**src/rtl/fpu_issue_queue.sv**
```systemverilog
// In-order FP issue queue: filters FP opcodes from the core offer and buffers them for a single FPU.
// Optional duplicate-id detection is enabled by defining RVFPM_ISSUE_ID_CHECK_EN.
module fpu_issue_queue #(
  parameter int DEPTH      = 4,
  parameter int X_ID_WIDTH = 4
) (
  input  logic                  ck,
  input  logic                  rst,
  input  logic                  issue_valid,
  output logic                  issue_ready,
  input  logic [31:0]           issue_instr,
  input  logic [X_ID_WIDTH-1:0] issue_id,
  input  logic [31:0]           issue_rs0,
  output logic                  issue_accept,
  input  logic                  flush,
  input  logic                  fpu_ready,
  output logic                  fpu_enable,
  output logic [31:0]           fpu_instruction,
  output logic [X_ID_WIDTH-1:0] fpu_id,
  output logic [31:0]           fpu_data_fromXreg,
  output logic [$clog2(DEPTH+1)-1:0] count,
  output logic                  id_conflict
);
  localparam int PW = $clog2(DEPTH);
  localparam int CW = $clog2(DEPTH + 1);

  typedef struct packed {
    logic [31:0]           instr;
    logic [X_ID_WIDTH-1:0] id;
    logic [31:0]           rs0;
  } entry_t;

  entry_t        mem_q [DEPTH];
  entry_t        head;
  logic [PW-1:0] wr_ptr_q, wr_ptr_d, rd_ptr_q, rd_ptr_d;
  logic [CW-1:0] count_q, count_d;
  logic          full, empty, push, pop;

  always_comb begin
    issue_accept = 1'b0;
    case (issue_instr[6:0])
      7'b0000111, 7'b0100111, 7'b1000011, 7'b1000111,
      7'b1001011, 7'b1001111, 7'b1010011: issue_accept = 1'b1;
      default:                            issue_accept = 1'b0;
    endcase
  end

  assign full  = (count_q == CW'(DEPTH));
  assign empty = (count_q == '0);

  // rst gating keeps the handshake closed while the reset is held low
  assign issue_ready = rst && !flush && (!full || !issue_accept);
  assign push        = issue_valid && issue_ready && issue_accept;
  assign fpu_enable  = rst && !empty && fpu_ready && !flush;
  assign pop         = fpu_enable;

  always_comb begin
    wr_ptr_d = wr_ptr_q;
    rd_ptr_d = rd_ptr_q;
    count_d  = count_q;
    if (flush) begin
      wr_ptr_d = '0;
      rd_ptr_d = '0;
      count_d  = '0;
    end else begin
      if (push) wr_ptr_d = wr_ptr_q + PW'(1);
      if (pop)  rd_ptr_d = rd_ptr_q + PW'(1);
      case ({push, pop})
        2'b10:   count_d = count_q + CW'(1);
        2'b01:   count_d = count_q - CW'(1);
        default: count_d = count_q;
      endcase
    end
  end

  always_ff @(posedge ck or negedge rst) begin
    if (!rst) begin
      wr_ptr_q <= '0;
      rd_ptr_q <= '0;
      count_q  <= '0;
    end else begin
      wr_ptr_q <= wr_ptr_d;
      rd_ptr_q <= rd_ptr_d;
      count_q  <= count_d;
    end
  end

  always_ff @(posedge ck) begin
    if (push) mem_q[wr_ptr_q] <= '{instr: issue_instr, id: issue_id, rs0: issue_rs0};
  end

  assign head  = mem_q[rd_ptr_q];
  assign count = count_q;
  assign {fpu_instruction, fpu_id, fpu_data_fromXreg} = empty ? '0 : head;

`ifdef RVFPM_ISSUE_ID_CHECK_EN
  logic          id_conflict_q, id_conflict_d, id_match;
  logic [PW-1:0] off;

  // An entry is live when its distance from the read pointer is below count
  always_comb begin
    id_match = 1'b0;
    off      = '0;
    for (int i = 0; i < DEPTH; i++) begin
      off = PW'(i) - rd_ptr_q;
      if ((CW'(off) < count_q) && (mem_q[i].id == issue_id)) id_match = 1'b1;
    end
    id_conflict_d = id_conflict_q || (push && id_match);
  end

  always_ff @(posedge ck or negedge rst) begin
    if (!rst) id_conflict_q <= 1'b0;
    else      id_conflict_q <= id_conflict_d;
  end

  assign id_conflict = id_conflict_q;
`else
  assign id_conflict = 1'b0;
`endif
endmodule

```
**config.mk**
```make
export PLATFORM = sky130hd
export DESIGN_NAME = fpu_issue_queue
export DESIGN_NICKNAME = d
export VERILOG_FILES = /design/src/rtl/fpu_issue_queue.sv
export SDC_FILE = /design/constraint.sdc
export NUM_CORES = 1
export LEC_CHECK = 0
export ABC_CLOCK_PERIOD_IN_PS = 2650
export CORE_AREA = 2 2 212 214
export CTS_BUF_LIST = sky130_fd_sc_hd__clkbuf_16
export DETAILED_ROUTE_END_ITERATION = 10
export DIE_AREA = 0 0 214 216
export PLACE_DENSITY = 0.41
export SLEW_MARGIN = 10
export SYNTH_ARGS = -nofsm -noshare
export SYNTH_HDL_FRONTEND = slang
export SYNTH_SLANG_ARGS = --single-unit
```
**constraint.sdc**
```tcl
create_clock -name ck -period 2.65 [get_ports ck]
set_input_delay 0.265 -clock ck [delete_from_list [all_inputs] [get_ports ck]]
set_output_delay 0.265 -clock ck [all_outputs]
set_load 0.02 [all_outputs]
```
==> impl_metrics.py <==
metrics = {
    "timing": {
        "skew_ps": 26.2,
        "fmax_ghz": 0.384,
        "drv_slew": 0,
        "period_share": 0.981,
        "min_period_ps": 2600,
        "rsz0062_at_grt": "true",
        "finalWorstSetupSlack_ps": 49.1,
        "tightest_slew_ps": 535,
        "finalHoldViolations": 0,
        "setup_violations": 0,
        "slew_headroom": 0.642,
    },
    "final_layout": {
        "final_area_sq_mm": 0.0145,
        "final_cell_mix": "edfxtp_1 (272), clkdlybuf4s50_1 (76), mux4_2 (68)",
        "layout.cells.non_filler": 1315,
        "fin_util": 0.330,
        "layout-drive-gt1-share": 0.324,
        "fillerInstances": 4172,
        "final_nets": 777,
        "final_common_cell": "edfxtp_1",
        "syn_to_final_growth_pct": 33.1,
    },
    "route": {
        "vias": 5463,
        "wl_um": 25900,
        "via_per_inst": 4.15,
        "dr.pass1.iters": 4,
        "wl_per_cell_um": 19.7,
        "drt_first_iter_violations": 201,
        "drc": 0,
        "ant_nets": 0,
    },
    "pwr": {
        "p_int_mw": 7.50,
        "report.power.total_mw": 9.29,
        "seq_power_share": 0.522,
        "switching_share": 0.193,
        "ir_worst_vdd_uv": 499,
        "p_leak_nw": 4.77,
        "p_comb_frac": 0.033,
        "clkPwrFrac": 0.445,
        "switchingPower_mw": 1.80,
        "power_density_mw_per_mm2": 643,
    },
    "synthesis": {
        "syn_nets": 575,
        "synth_edf_count": 272,
        "synth_ff_type": "edfxtp_1",
        "synth_cell_types": 37,
        "synth.avg_cell_area_sq_um": 21.8,
        "synth_cells": 497,
        "synth_compound_area_frac": 0.00922,
        "synth_xor_area_frac": 0.00449,
        "yosysSeqAreaShare": 0.768,
        "synthMuxAreaShare": 0.141,
        "yosysWarnings": 0,
        "yosys.area_share.simple": 0.0569,
        "async_reset_ff_frac": 0.0251,
        "synth_top_family_by_area": "multiplexers",
        "ys_seq_elements": 279,
        "synth_area_sq_mm": 0.0109,
        "synth_fa_ha_area_frac": 0.00645,
    },
    "place": {
        "pre_cts_ws_ps": -383,
        "placed_area_sq_mm": 0.0134,
        "placed_cells": 1241,
        "place_congestion": 0.703,
        "portBuffers": 146,
        "hpwlAfterDp_um": 15300,
    },
    "critical_path": {
        "timing.rr.start": "count[0]$_DFFE_PN0P_",
        "reg2reg_slack_ps": 210,
        "criticalPathCategory": "flip-flop to output pin",
        "crit_required_ps": 2380,
        "rr_worst_depth": 9,
        "critPathMaxFanout": 7,
        "r2r-end": "count[1]$_DFFE_PN0P_",
        "cp.arrival_ps": 2340,
        "startpoint_type": "flip-flop",
        "worstSetupEndpointType": "output pin",
        "startpoint": "rd_ptr_q[0]$_DFFE_PN0P_",
        "cp-endpoint": "fpu_data_fromXreg[17]",
    },
    "global_route": {
        "grt_usage": 0.112,
        "first_global_vias": 6241,
        "antenna_found_initial": 1,
        "grt_pass1_wl_um": 39200,
        "grt_max_degree": 39,
        "grt_overflow": 0,
    },
    "clock_tree": {
        "clk_pin_slew_worst_paths_ps": 60,
        "root_buffer": "clkbuf_16",
        "cts_tree": "yes",
        "htreeDepth": 1,
        "clock_path_buffers": 3,
        "cts_sinks": 279,
        "cts-buffers-inserted": 31,
        "clk_latency_ps": 570,
        "postCtsHoldBufs": 0,
    },
    "floorplanning": {
        "die_area_sq_mm": 0.0462,
        "die_h_um": 216,
        "coreArea_sq_mm": 0.0438,
        "start_util": 0.248,
        "die_w_um": 214,
        "io_pins": 148,
        "num_rows": 77,
    },
    "run": {
        "max-cap-violations": 0,
    },
    "worst_hold_path": {
        "hold_path.class": "primary input to async pin",
    },
    "status": {
        "outcome": "completed",
    },
}
## registers in the layout (all words and copies together) (netlist names)
register	cells
mem_q	272
count	3
rd_ptr_q	2
wr_ptr_q	2
## cell families (layout without fill, tap and decap cells)
kind of cell	count (synthesis)	in the layout
buffers and inverters	31	256
adders and majority gates	5	5
DFF	279	279
muxes	68	68
and+or+nand+nor	99	99
xor gates and xnor gates	4	4
other	1	2
AOI/OAI and AO/OA	10	10
## timing repair
item                                   CTS  global route
gates cloned                             3             0
pin swaps                                1             0
setup endpoints to repair               70            27
endpoints found under the hold margin    0             0
setup buffers                           15             0
gates resized for setup                198            49
## power groups by stage
stage / registers (mW) / clock network (mW) / logic, mW
finish: 4.85 / 4.14 / 0.305
global route: 4.85 / 4.44 / 0.330
CTS: 4.85 / 4.29 / 0.311
detailed placement: 4.94 / 0 / 0.312
global placement: 4.94 / 0 / 0.302
floorplan: 4.94 / 0 / 0.0817
## worst max-delay path, stage by stage (launching register included)
cell,delay [ps]
dfrtp_4,510
buf_12,150
buf_16,140
buf_8,130
buf_6,120
mux4_2,410
nor2b_4,150
buf_6,150
## metal layers
metal	share of wire	wire [um]	up-vias	global-route usage
li1	-	-	2412	-
met1	0.42	11000	2889	0.137
met2	0.51	13200	127	0.201
met3	0.043	1120	35	0.0255
met4	0.023	588	0	0.0270
met5	0	0	-	0
## Yosys cell counts (all sizes together) (3+ instances only)
library cell / instances / area share
nand2: 6 / 0.0021
a21oi: 3 / 0.0021
and2b: 15 / 0.010
inv: 3 / 0.0010
nor3: 3 / 0.0018
edfxtp: 272 / 0.75
dfrtp: 7 / 0.016
ha: 4 / 0.0046
nor2b: 54 / 0.031
mux4: 68 / 0.14
nor2: 8 / 0.0028
clkbuf: 15 / 0.0052
and3: 4 / 0.0028
buf: 13 / 0.0070
## worst min-delay path by stage
stage / from / end / slack [ps]
after floorplan: rst / count[0]$_DFFE_PN0P_ / -30
after global placement: wr_ptr_q[1]$_DFFE_PN0P_ / wr_ptr_q[1]$_DFFE_PN0P_ / 570
after detailed placement: wr_ptr_q[1]$_DFFE_PN0P_ / wr_ptr_q[1]$_DFFE_PN0P_ / 590
after CTS: rst / rd_ptr_q[0]$_DFFE_PN0P_ / 7
after global routing: rst / rd_ptr_q[1]$_DFFE_PN0P_ / 30
final: rst / rd_ptr_q[0]$_DFFE_PN0P_ / 40
## per-stage QoR
step	hold WS, ps	setup TNS, ps
2_1_floorplan	-30.6	0
4_1_cts	6.54	-570
5_1_grt	32.7	-88.7
3_5_place_dp	593	-3880
6_report	40.0	0
3_3_place_gp	567	-1300
## cell type report
class | count | area (sq um) | area share
sequential | 279 | 8350 | 0.578
multi-input combinational | 187 | 2430 | 0.168
timing repair buffer | 197 | 1930 | 0.134
clock buffer | 31 | 776 | 0.0537
tap | 592 | 741 | 0.0512
clock inverter | 25 | 213 | 0.0147
inverter | 3 | 11.3 | 0.000779
antenna | 1 | 2.50 | 0.000173
(Power assumes the default switching activity.)
